[config.mk]
export PLATFORM = sky130hd
export DESIGN_NAME = memory_game_core_np
export DESIGN_NICKNAME = d
export VERILOG_FILES = /design/src/rtl/memory_game_core_np.sv
export SDC_FILE = /design/constraint.sdc
export NUM_CORES = 1
export LEC_CHECK = 0
export BUFFER_PORTS_ARGS = -buffer_cell sky130_fd_sc_hd__buf_2
export CAP_MARGIN = 20
export CELL_PAD_IN_SITES_DETAIL_PLACEMENT = 1
export CELL_PAD_IN_SITES_GLOBAL_PLACEMENT = 1
export CORE_ASPECT_RATIO = 0.9
export CORE_MARGIN = 3
export CORE_UTILIZATION = 35
export DETAILED_ROUTE_END_ITERATION = 8
export HOLD_SLACK_MARGIN = 0.05
export PLACE_DENSITY_LB_ADDON = 0.1
export SYNTH_ARGS = -nofsm -noshare
export SYNTH_HDL_FRONTEND = slang
export SYNTH_SLANG_ARGS = --single-unit
[constraint.sdc]
create_clock -name clk -period 2.5 [get_ports clk]
set_input_delay 0.25 -clock clk [delete_from_list [all_inputs] [get_ports clk]]
set_output_delay 0.25 -clock clk [all_outputs]
set_load 0.02 [all_outputs]
[src/rtl/memory_game_core_np.sv]
// Memory/concentration card-game controller for 2..4 players with pair scoring and winner detection.
// Optional per-turn timeout timer is built only when MEMGAME_TURN_TIMER_EN is defined.
module memory_game_core_np #(
    parameter int NUM_CARDS      = 16,
    parameter int NUM_PLAYERS    = 2,
    parameter int TICKS_PER_TURN = 750000000,
    parameter int REVEAL_TICKS   = 50000000,
    localparam int IDX_W = $clog2(NUM_CARDS),
    localparam int SYM_W = ($clog2(NUM_CARDS / 2) < 1) ? 1 : $clog2(NUM_CARDS / 2),
    localparam int PW    = $clog2(NUM_PLAYERS),
    localparam int CNT_W = $clog2(NUM_CARDS / 2 + 1),
    localparam int TW    = $clog2(TICKS_PER_TURN)
) (
    input  logic                         clk,
    input  logic                         rst,
    input  logic                         start_i,
    input  logic                         click_i,
    input  logic [IDX_W-1:0]             sel_idx_i,
    input  logic [NUM_CARDS*SYM_W-1:0]   layout_i,
    output logic [NUM_CARDS-1:0]         faceup_o,
    output logic [NUM_CARDS-1:0]         removed_o,
    output logic [PW-1:0]                current_player_o,
    output logic [NUM_PLAYERS*CNT_W-1:0] pairs_o,
    output logic [TW-1:0]                time_left_o,
    output logic                         show_winner_o,
    output logic [PW-1:0]                winner_o,
    output logic                         tie_o
);

    localparam int RW = ($clog2(REVEAL_TICKS) < 1) ? 1 : $clog2(REVEAL_TICKS);
    localparam logic [RW-1:0] REVEAL_LOAD = RW'(REVEAL_TICKS - 1);
    localparam logic [PW-1:0] LAST_PLAYER = PW'(NUM_PLAYERS - 1);

    typedef enum logic [2:0] {
        ST_IDLE   = 3'd0,
        ST_PICK1  = 3'd1,
        ST_PICK2  = 3'd2,
        ST_REVEAL = 3'd3,
        ST_OVER   = 3'd4
    } state_t;

    state_t                     state_q;
    logic [NUM_CARDS-1:0]       faceup_q;
    logic [NUM_CARDS-1:0]       removed_q;
    logic [IDX_W-1:0]           first_q;
    logic [IDX_W-1:0]           second_q;
    logic [PW-1:0]              player_q;
    logic [NUM_PLAYERS*CNT_W-1:0] pairs_q;
    logic [RW-1:0]              reveal_q;
    logic                       show_q;
    logic [PW-1:0]              winner_q;
    logic                       tie_q;

    logic [NUM_CARDS-1:0]       sel_hit_s;
    logic                       valid_click_s;
    logic                       timeout_s;
    logic [SYM_W-1:0]           sym_a_s;
    logic [SYM_W-1:0]           sym_b_s;
    logic                       match_s;
    logic                       board_done_s;
    logic [PW-1:0]              next_player_s;
    logic [NUM_PLAYERS*CNT_W-1:0] pairs_inc_s;
    logic [CNT_W-1:0]           best_cnt_s;
    logic [CNT_W-1:0]           cur_cnt_s;
    logic [PW-1:0]              best_p_s;
    logic                       tie_s;

    // Decode the clicked index and look up the symbols of both picked cards.
    always_comb begin
        sel_hit_s = '0;
        sym_a_s   = '0;
        sym_b_s   = '0;
        for (int k = 0; k < NUM_CARDS; k++) begin
            sel_hit_s[k] = (sel_idx_i == IDX_W'(k));
            sym_a_s = sym_a_s | ((first_q  == IDX_W'(k)) ? layout_i[k*SYM_W +: SYM_W] : SYM_W'(0));
            sym_b_s = sym_b_s | ((second_q == IDX_W'(k)) ? layout_i[k*SYM_W +: SYM_W] : SYM_W'(0));
        end
    end

    // An out-of-range index hits no card, so it is rejected along with face-up/removed cards.
    assign valid_click_s = click_i && (|sel_hit_s) && !(|(sel_hit_s & (faceup_q | removed_q)));
    assign match_s       = (sym_a_s == sym_b_s);
    assign board_done_s  = &(removed_q | faceup_q);
    assign next_player_s = (player_q == LAST_PLAYER) ? PW'(0) : (player_q + PW'(1));

    // Score table as it will be after a match, and the winner/tie verdict on that table.
    always_comb begin
        pairs_inc_s = '0;
        cur_cnt_s   = '0;
        for (int p = 0; p < NUM_PLAYERS; p++) begin
            pairs_inc_s[p*CNT_W +: CNT_W] = pairs_q[p*CNT_W +: CNT_W] +
                ((player_q == PW'(p)) ? CNT_W'(1) : CNT_W'(0));
        end
        best_cnt_s = pairs_inc_s[CNT_W-1:0];
        best_p_s   = '0;
        tie_s      = 1'b0;
        for (int p = 1; p < NUM_PLAYERS; p++) begin
            cur_cnt_s  = pairs_inc_s[p*CNT_W +: CNT_W];
            tie_s      = (cur_cnt_s > best_cnt_s) ? 1'b0 : (tie_s | (cur_cnt_s == best_cnt_s));
            best_p_s   = (cur_cnt_s > best_cnt_s) ? PW'(p) : best_p_s;
            best_cnt_s = (cur_cnt_s > best_cnt_s) ? cur_cnt_s : best_cnt_s;
        end
    end

`ifdef MEMGAME_TURN_TIMER_EN
    localparam logic [TW-1:0] TURN_LOAD = TW'(TICKS_PER_TURN - 1);
    logic [TW-1:0] timer_q;

    assign timeout_s = ((state_q == ST_PICK1) || (state_q == ST_PICK2)) && (timer_q == TW'(0));

    // Turn timer: runs only while picking, reloads at every turn boundary.
    always_ff @(posedge clk) begin
        if (rst) begin
            timer_q <= TURN_LOAD;
        end else begin
            case (state_q)
                ST_IDLE, ST_OVER: begin
                    if (start_i) begin
                        timer_q <= TURN_LOAD;
                    end
                end
                ST_PICK1, ST_PICK2: begin
                    if (timer_q == TW'(0)) begin
                        timer_q <= TURN_LOAD;
                    end else begin
                        timer_q <= timer_q - TW'(1);
                    end
                end
                ST_REVEAL: begin
                    if (reveal_q == RW'(0)) begin
                        timer_q <= TURN_LOAD;
                    end
                end
                default: timer_q <= TURN_LOAD;
            endcase
        end
    end

    assign time_left_o = timer_q;
`else
    assign timeout_s   = 1'b0;
    assign time_left_o = '0;
`endif

    // Game state machine with all board, score and winner registers.
    always_ff @(posedge clk) begin
        if (rst) begin
            state_q   <= ST_IDLE;
            faceup_q  <= '0;
            removed_q <= '0;
            first_q   <= '0;
            second_q  <= '0;
            player_q  <= '0;
            pairs_q   <= '0;
            reveal_q  <= '0;
            show_q    <= 1'b0;
            winner_q  <= '0;
            tie_q     <= 1'b0;
        end else begin
            case (state_q)
                ST_IDLE, ST_OVER: begin
                    if (start_i) begin
                        state_q   <= ST_PICK1;
                        faceup_q  <= '0;
                        removed_q <= '0;
                        pairs_q   <= '0;
                        player_q  <= '0;
                        show_q    <= 1'b0;
                        winner_q  <= '0;
                        tie_q     <= 1'b0;
                    end
                end
                ST_PICK1: begin
                    if (timeout_s) begin
                        faceup_q <= '0;
                        player_q <= next_player_s;
                    end else if (valid_click_s) begin
                        faceup_q <= faceup_q | sel_hit_s;
                        first_q  <= sel_idx_i;
                        state_q  <= ST_PICK2;
                    end
                end
                ST_PICK2: begin
                    if (timeout_s) begin
                        faceup_q <= '0;
                        player_q <= next_player_s;
                        state_q  <= ST_PICK1;
                    end else if (valid_click_s) begin
                        faceup_q <= faceup_q | sel_hit_s;
                        second_q <= sel_idx_i;
                        reveal_q <= REVEAL_LOAD;
                        state_q  <= ST_REVEAL;
                    end
                end
                ST_REVEAL: begin
                    if (reveal_q != RW'(0)) begin
                        reveal_q <= reveal_q - RW'(1);
                    end else if (match_s) begin
                        removed_q <= removed_q | faceup_q;
                        faceup_q  <= '0;
                        pairs_q   <= pairs_inc_s;
                        if (board_done_s) begin
                            state_q  <= ST_OVER;
                            show_q   <= 1'b1;
                            winner_q <= best_p_s;
                            tie_q    <= tie_s;
                        end else begin
                            state_q <= ST_PICK1;
                        end
                    end else begin
                        faceup_q <= '0;
                        player_q <= next_player_s;
                        state_q  <= ST_PICK1;
                    end
                end
                default: state_q <= ST_IDLE;
            endcase
        end
    end

    assign faceup_o         = faceup_q;
    assign removed_o        = removed_q;
    assign current_player_o = player_q;
    assign pairs_o          = pairs_q;
    assign show_winner_o    = show_q;
    assign winner_o         = winner_q;
    assign tie_o            = tie_q;

endmodule

* Yosys cells after proc, flatten, opt, wreduce, memory -nomap -nowiden *
Cells that the tools add are included.

word-level totals
  logic and storage cells = 207
  input bits = 56
  output and inout bits = 74
  bits in registers = 81

cells by class
  $lt $le $gt $ge = 1
  add/subtract/negate cells = 4
  muxes and demuxes = 74
  bitwise gates (word level) = 33
  equal/unequal tests = 60
  reduce and logical (&&, ||, !) cells = 24

operator list
  operator                                             number
  two-way mux 3 bit                                    38
  equality test 4 bit, second input constant           24
  bitwise OR 3 bit                                     30
  two-way mux 16 bit                                   5
  two-way mux 26 bit                                   2
  one-hot mux 26 bit (2 select lines)                  1
  equality test 4 x 3 -> 1 bit, second input constant  12
  one-hot mux 16 bit (3 select lines)                  1
  bitwise OR 16 bit                                    2
  one-hot mux 16 bit (2 select lines)                  1
  OR reduction 16 bit                                  2
  nonzero test 26 bit                                  1
  subtractor 26 x 1 -> 26 bit, second input constant   1
  equality test 4 x 2 -> 1 bit, second input constant  6
  two-way mux 8 bit                                    3
  two-way mux 1 bit                                    17
  bitwise AND 16 bit                                   1
  != test 2 bit, second input constant                 8
  one-hot mux 8 bit (2 select lines)                   1
  AND reduction 16 bit                                 1
  AND reduction 4 bit                                  4
  equality test 4 x 1 -> 1 bit, second input constant  3
  zero test 4 bit                                      3
  one-hot mux 3 bit (4 select lines)                   1
  19 further kinds                                     28

* Longest topological paths before layout *
Gate-level depths: netlist of run 1.

  word-level depth = 21
  gate-level depth with buffers = 12

* Least setup slack after synthesis of run 1 *
Ideal clock, no wire load.

  kind = reg-to-reg
  start = register reveal_q[7]
  end = register pairs_q[2] (netlist: pairs_o[2])
  arrival time = 2.407 ns
  period minus slack after synthesis = 2.529 ns
  cell stages (with the launch flop) = 10
  setup time = 0.122 ns
  setup slack = -0.029 ns
  cell sequence = dfxtp_1 -> or4_4 -> nor4_1 -> and3_1 -> nand2_1 -> o21a_1 -> buf_2 -> buf_2 -> nand2_1 -> nand3_1

on the way
  longest elaborated chain between the ends = 3

RTL lines
  item                                  line  source
  start, declared                       49    logic [RW-1:0] reveal_q;
  start signal, assigned                197   reveal_q <= reveal_q - RW'(1);
  nonzero test 26 bit                   196   if (reveal_q != RW'(0)) begin
  != test 2 bit (no source line)        --
  AND reduction 4 bit (no source line)  --
  end signal, assigned                  201   pairs_q <= pairs_inc_s;
  end, declared                         48    logic [NUM_PLAYERS*CNT_W-1:0] pairs_q;

No other way between the ends.
A chain may end at the register's enable or synchronous reset.

* Worst setup path after layout of run 1 *
  start = register first_q[2]
  end = register pairs_q[6] (netlist: pairs_o[6])

on the way
  longest elaborated chain between the ends = 20

RTL lines
  item                                                                    line  source
  start, declared                                                         45    logic [IDX_W-1:0] first_q;
  start signal, assigned                                                  179   first_q <= sel_idx_i;
  equality test 4 x 1 -> 1 bit / zero test 4 bit (equally long branches)  75    sym_a_s = sym_a_s | ((first_q == IDX_W'(k)) ? layout_i[k*SYM_W +: SYM_W] : SYM_W'(0));
  two-way mux 3 bit                                                       75
  bitwise OR 3 bit (14 in a row)                                          75
  bitwise OR 3 bit *                                                      75
  equality test 3 bit *                                                   82    assign match_s = (sym_a_s == sym_b_s);
  != test 2 bit (no source line) *                                        --
  AND reduction 4 bit (no source line) *                                  --

Mark *: on every way between the ends. The rest lies on a longest branch, timed or not.

==> impl_metrics.csv, run 1 <==
group,metric,value,unit
outcome,status,"complete, but fails checks",
outcome,violations,"negative setup slack",
synthesis,netlist_area,0.005021,mm^2
job,maxCapViolCount,0,
critical_path,worst_setup_path_start_kind,"flip-flop",
drt,wirelength,17.48,mm
finish,area_delta_synth_final,35.68,%
clocking,clock_latency,350,ps
grt,grt_pass1_vias,5332,
place,pre_cts_slack,-343.0,ps
timing,report.final.hold_viol_count,0,
critical_path,endpoint_kind,"flip-flop",
clocking,ctsHoldBuffers,0,
drt,ant_nets,0,
critical_path,crit_chain,"buf_12, buf_12, buf_6, or3_1, a31oi_1, nor3_2, xor2_1, or3_4, buf_8, or4_4, nand3_2",
synthesis,synth_top_family_by_area,"simple AND/OR/NAND/NOR gates",
timing,whs,235.4,ps
synthesis,synth_xor_area_frac,0.05407,
timing,setup_ws,-118.7,ps
synthesis,ys_warn_count,0,
grt,grt_usage,0.2167,
grt,grt_max_degree,31,
finish,drive_gt1_frac,0.3552,
grt,overflow,0,
synthesis,synth_compound_area_frac,0.1779,
critical_path,required,2790,ps
finish,nets,823,
power_and_ir_drop,ir_worst_vdd,0.4111,mV
grt,antenna_found_initial,0,
floorplan,die-area,0.01582,mm^2
critical_path,worstPathMaxFanout,5,
drt,vias,5164,
synthesis,synth_top_area_cell,"dfxtp_1",
synthesis,synth_top_cells_by_area,"dfxtp_1 (32%), buf_4 (4.9%), a22o_1 (4.9%)",
hold_path,hold_class,"primary input to flip-flop",
timing,skew,9.404,ps
grt,grt_pass1_wl,28.06,mm
grt,gr-usage-met1,0.2752,
timing,worst_pin_slew,619.1,ps
critical_path,cp.arrival,2910,ps
drt,drt_iter0_drc,237,
synthesis,syn_avg_cell_area,8.425,um^2
synthesis,synthFlopType,"dfxtp_1",
synthesis,syn_inst,596,
place,io_buffers,99,
critical_path,worst_path_max_delay_cell,"or4_4",
synthesis,ys_seq_elements,81,
synthesis,synthDominantCellAreaShare,0.3230,
power_and_ir_drop,leakage,2.891,nW
drt,drt_pre_antenna_iters,4,
synthesis,ys_types,69,
critical_path,max_stage_delay,420,ps
clocking,cts_root_buffer,"clkbuf_16",
place,placed_cell_area,0.006083,mm^2
synthesis,ys_seq_area_frac,0.3230,
floorplan,die_w,132.3,um
timing,clock.fmax,381.9,MHz
floorplan,core,0.01366,mm^2
grt,grt_use_met3,0.04233,
clocking,cts_sinks,81,
synthesis,synth-edff-count,0,
synthesis,muxShareOfSynthArea,0.06504,
timing,slew_viol_final,0,
timing,fin_crit_sh,1.047,
finish,fillCellCount,1670,
critical_path,crit_family,"simple AND/OR/NAND/NOR gates",
critical_path,crit_path_frequent_cell,"buf_12",
place,gp_congestion,0.9309,
clocking,cts_tree,"yes",
grt,busiest_layer,"met2",
drt,via_per_inst,5.424,
floorplan,initial_core_util,0.3675,
clocking,h-tree-depth,3,
floorplan,rows,40,
critical_path,path_class,"flip-flop to flip-flop",
finish,diodes,0,
critical_path,crit_buf_inv,4,
timing,period_needed,2619,ps
clocking,clkTransAtPathRegs,70,ps
synthesis,yosys.area_share.simple,0.2574,
synthesis,synthAdderAreaFrac,0.02243,
finish,finalInstanceArea,0.006813,mm^2
power_and_ir_drop,powerDensity,594.7,mW/mm^2
place,detailed_place_hpwl,13.10,mm
floorplan,die_h,119.6,um
floorplan,ioPinCount,130,
clocking,clock_path_buffers,2,
drt,wl_per_cell,18.36,um
timing,slew_headroom,0.5841,
clocking,numCtsBuffers,9,
drt,drc,0,
grt,grt_use_met2,0.3686,
timing,setup_viol,29,
timing,rsz0062_at_grt,"yes",
synthesis,async_flop_share,0,
## cell usage after synthesis, types with 4 or more instances
library cell,instances
xor2_1,14
o21a_1,4
and3_1,12
a21oi_1,29
nor3_1,13
inv_1,18
nor3b_1,8
nand2_1,29
nor4_1,11
o21ai_0,15
buf_4,33
a22o_1,28
ha_1,9
xnor2_1,17
nor4b_1,5
dfxtp_1,81
or3_1,7
nand2b_1,11
nor2_1,64
nand4_1,14
nand3_1,19
clkbuf_1,14
or2_2,4
o22ai_1,6
nor2b_1,6
mux4_2,5
buf_2,21
o31ai_1,5
mux2i_1,18
or4_1,5
a31oi_1,15
## kinds of logic (layout without fill, tap and decap cells)
| group | after synthesis | after routing |
|---|---|---|
| flops | 81 | 81 |
| other cells | 1 | 30 |
| buf+inv | 89 | 227 |
| xor+xnor | 31 | 31 |
| compound gates | 128 | 128 |
| mux | 26 | 26 |
| fa+ha+maj | 9 | 9 |
| simple gates | 231 | 231 |
## cells in the final DEF (no fill, tap or decap), types with 11 or more instances in the layout
| cell | Yosys | layout |
|---|---|---|
| nor3_1 | 13 | 11 |
| a21oi_1 | 29 | 27 |
| nand3_1 | 19 | 16 |
| buf_4 | 33 | 77 |
| o21ai_0 | 15 | 12 |
| xnor2_1 | 17 | 17 |
| nor2_1 | 64 | 62 |
| nand2_1 | 29 | 29 |
| buf_2 | 21 | 99 |
| and3_1 | 12 | 11 |
| inv_1 | 18 | 18 |
| a22o_1 | 28 | 28 |
| a31oi_1 | 15 | 15 |
| mux2i_1 | 18 | 18 |
| dfxtp_1 | 81 | 74 |
| conb_1 | 1 | 30 |
| xor2_1 | 14 | 14 |
| nand4_1 | 14 | 14 |
## worst reg2reg max path, cell delays in order (launching register included)
cell,delay (ps)
dfxtp_4,360
buf_12,130
buf_12,130
buf_6,110
or3_1,350
a31oi_1,170
nor3_2,80
xor2_1,160
or3_4,410
buf_8,160
or4_4,430
nand3_2,70
## what timing repair did
action	in CTS	in global routing
gates cloned	1	1
gates resized for setup	31	32
pin swaps	20	20
setup endpoints to repair	37	61
buffers inserted	6	9
## metal layers
metal | up-vias | routed length, um | part of all wire
li1 | 2445 | - | -
met1 | 2549 | 7722 | 0.44
met2 | 138 | 8495 | 0.49
met3 | 32 | 877 | 0.050
met4 | 0 | 388 | 0.022
met5 | - | 0 | 0
## report_power, final
| group | switching (mW) | internal (mW) |
|---|---|---|
| Sequential | 0.0692 | 1.35 |
| Combinational | 0.642 | 0.600 |
| Clock | 0.558 | 0.833 |
| Total | 1.27 | 2.78 |
## flip-flops by register name (all words and copies together) (netlist names)
signal,cells
reveal_q,26
faceup_o,16
removed_o,16
pairs_o,8
first_q,4
second_q,4
state_q,3
current_player_o,1
show_winner_o,1
tie_o,1
winner_o,1
## final timing paths
path | from | endpoint | slack (ps) | cells past startpoint
min | start_i | state_q[0]$_SDFFE_PP0P_ | 240 | 3
max reg2reg | first_q[2]$_SDFFE_PP0P_ | pairs_o[6]$_SDFFE_PP0P_ | -120 | 11
max | first_q[2]$_SDFFE_PP0P_ | pairs_o[6]$_SDFFE_PP0P_ | -120 | 11
min reg2reg | show_winner_o$_SDFFE_PP0P_ | show_winner_o$_SDFFE_PP0P_ | 470 | 1
## area by class of cell
| type | count | area [um^2] | area share |
|---|---|---|---|
| clock inverters | 5 | 62.56 | 0.009183 |
| flip-flops and latches | 81 | 1638 | 0.2404 |
| clock buffers | 11 | 252.7 | 0.03710 |
| multi-input cells | 455 | 3212 | 0.4714 |
| well taps | 189 | 236.5 | 0.03471 |
| repair buffers | 193 | 1344 | 0.1972 |
| inverters | 18 | 67.56 | 0.009917 |
## through the flow
step,utilization,power (mW),TNS [ps],std cells
global route,0.4986,4.273,-5355,952
detailed placement,0.4452,2.487,-8108,921
global placement,0.4452,2.454,-6194,921
floorplan,-,2.135,0,625
CTS,0.4822,3.985,-2657,943
finish,0.4986,4.051,-2018,952
Power figures use the tool's default switching activity.
==> inputs of run 2 (changes only) <==
CORE_ASPECT_RATIO = 2   (was 0.9)
==> impl_metrics.csv, run 2 (synthesis gave the netlist of run 1 again) <==
group,metric,value,unit
grt,overflow,0,
clocking,numCtsBuffers,9,
critical_path,reg2reg_slack,-40,ps
drt,drc,0,
grt,gr-usage-met1,0.2248,
critical_path,critical_path.startpoint,"first_q[0]$_SDFFE_PP0P_",
floorplan,die_h,175.4,um
drt,wl_per_cell,19.21,um
timing,slew_viol_final,0,
critical_path,worstPathMaxFanout,8,
hold_path,min_from,"sel_idx_i[3]",
finish,final_common_cell,"buf_2",
place,gp_congestion,0.9089,
finish,largest_register_ffs,26,
grt,busiest_layer,"met2",
timing,setup_viol,3,
grt,grt_max_degree,31,
grt,grt_pass1_wl,29.24,mm
finish,area_delta_synth_final,34.79,%
critical_path,endpoint_kind,"flip-flop",
drt,wirelength,18.25,mm
power_and_ir_drop,leakage,2.875,nW
floorplan,die_w,90.70,um
critical_path,crit_chain,"buf_12, or4b_4, a21oi_2, a41oi_2, nand4_1, xnor2_1, or3_4, buf_6, o211ai_1, nand3_2",
critical_path,path_class,"flip-flop to flip-flop",
clocking,clock_latency,340,ps
timing,period_needed,2538,ps
timing,report.final.hold_viol_count,0,
grt,grt_use_met2,0.4589,
drt,via_per_inst,5.443,
finish,diodes,0,
critical_path,cp.arrival,2750,ps
critical_path,worst_setup_path_start_kind,"flip-flop",
power_and_ir_drop,powerDensity,640.2,mW/mm^2
clocking,cts_tree,"yes",
place,detailed_place_hpwl,14.10,mm
floorplan,core,0.01397,mm^2
grt,grt_usage,0.2283,
floorplan,ioPinCount,130,
critical_path,crit_family,"simple AND/OR/NAND/NOR gates",
grt,grt_use_met3,0.03000,
timing,slew_headroom,0.6224,
timing,worst_pin_slew,561.3,ps
outcome,violations,"negative setup slack",
floorplan,rows,61,
floorplan,initial_core_util,0.3595,
floorplan,die-area,0.01591,mm^2
critical_path,worst_path_max_delay_cell,"or4b_4",
drt,drt_iter0_drc,144,
clocking,clkTransAtPathRegs,60,ps
critical_path,crit_buf_inv,2,
drt,drt_pre_antenna_iters,4,
drt,ant_nets,0,
outcome,status,"complete, but fails checks",
drt,vias,5171,
place,io_buffers,99,
timing,skew,6.840,ps
timing,rsz0062_at_grt,"yes",
grt,grt_pass1_vias,5712,
clocking,cts_sinks,81,
timing,whs,204.6,ps
finish,regMostFlops,"reveal_q",
finish,nets,822,
job,maxCapViolCount,0,
power_and_ir_drop,ir_worst_vdd,0.4345,mV
clocking,h-tree-depth,3,
finish,mostFrequentLayoutCells,"buf_2 (99), buf_4 (84), dfxtp_1 (74)",
critical_path,required,2720,ps
finish,drive_gt1_frac,0.3509,
timing,clock.fmax,394.1,MHz
clocking,cts_root_buffer,"clkbuf_16",
timing,setup_ws,-37.50,ps
hold_path,hold_class,"primary input to flip-flop",
critical_path,r2r_start,"first_q[0]$_SDFFE_PP0P_",
clocking,clock_path_buffers,2,
timing,fin_crit_sh,1.015,
place,pre_cts_slack,-371.7,ps
finish,fillCellCount,1737,
critical_path,max_stage_delay,540,ps
grt,antenna_found_initial,0,
==> run 2: cell types whose count changed in the layout (fill, tap and decap cells not counted), sizes merged <==
cell,delta
clkinv,-1
clkbuf,-2
clkinvlp,-1
inv,-1
bufinv,+3
==> run 2: final timing paths <==
path | end | depth (start not counted)
setup / recovery | pairs_o[2]$_SDFFE_PP0P_ | 10
hold / removal | faceup_o[0]$_SDFFE_PP0P_ | 2
setup reg to reg | pairs_o[2]$_SDFFE_PP0P_ | 10
hold reg to reg | tie_o$_SDFFE_PP0P_ | 2
==> run 2: cell type report <==
type | count | area, um^2 | area share
Clock inverter | 5 | 127.6 | 0.01886
Tap cell | 189 | 236.5 | 0.03494
Inverter | 18 | 67.56 | 0.009983
Timing Repair Buffer | 192 | 1266 | 0.1871
Multi-Input combinational cell | 455 | 3188 | 0.4711
Sequential cell | 81 | 1643 | 0.2427
Clock buffer | 10 | 239.0 | 0.03531
==> run 2: timing repair <==
| item | 4_1_cts | 5_1_grt |
|---|---|---|
| hold buffers | 0 | 0 |
| gates resized for setup | 29 | 31 |
| endpoints found under the setup margin | 37 | 48 |
| buffers inserted | 6 | 7 |
| pin swaps | 14 | 18 |
==> run 2: metal layers <==
layer | up-vias | wire length [um]
met5 | - | 0
met4 | 0 | 698
met3 | 42 | 540
met2 | 131 | 10630
met1 | 2551 | 6380
li1 | 2447 | -
==> run 2: metrics by stage <==
stage / power (mW) / std cells / util / setup TNS, ps / area, um^2
2_1_floorplan: 2.135 / 625 / - / 0 / 5141
3_3_place_gp: 2.495 / 922 / 0.4352 / -8456 / 6078
3_5_place_dp: 2.515 / 922 / 0.4352 / -9768 / 6078
4_1_cts: 4.263 / 943 / 0.4708 / -22.39 / 6575
5_1_grt: 4.541 / 950 / 0.4845 / -2272 / 6768
6_report: 4.333 / 950 / 0.4845 / -65.40 / 6768
==> run 2: worst register-to-register path, cell delays in order (launching register included) <==
cell	delay, ps
dfxtp_4	360
buf_12	140
or4b_4	540
a21oi_2	160
a41oi_2	40
nand4_1	130
xnor2_1	80
or3_4	470
buf_6	170
o211ai_1	220
nand3_2	100
==> run 2: power by group <==
group / switching, mW / internal (mW) / leakage, nW
clock: 0.530 / 1.10 / 0.175
sequential: 0.0760 / 1.35 / 0.659
combinational: 0.661 / 0.619 / 2.04
total: 1.27 / 3.07 / 2.87
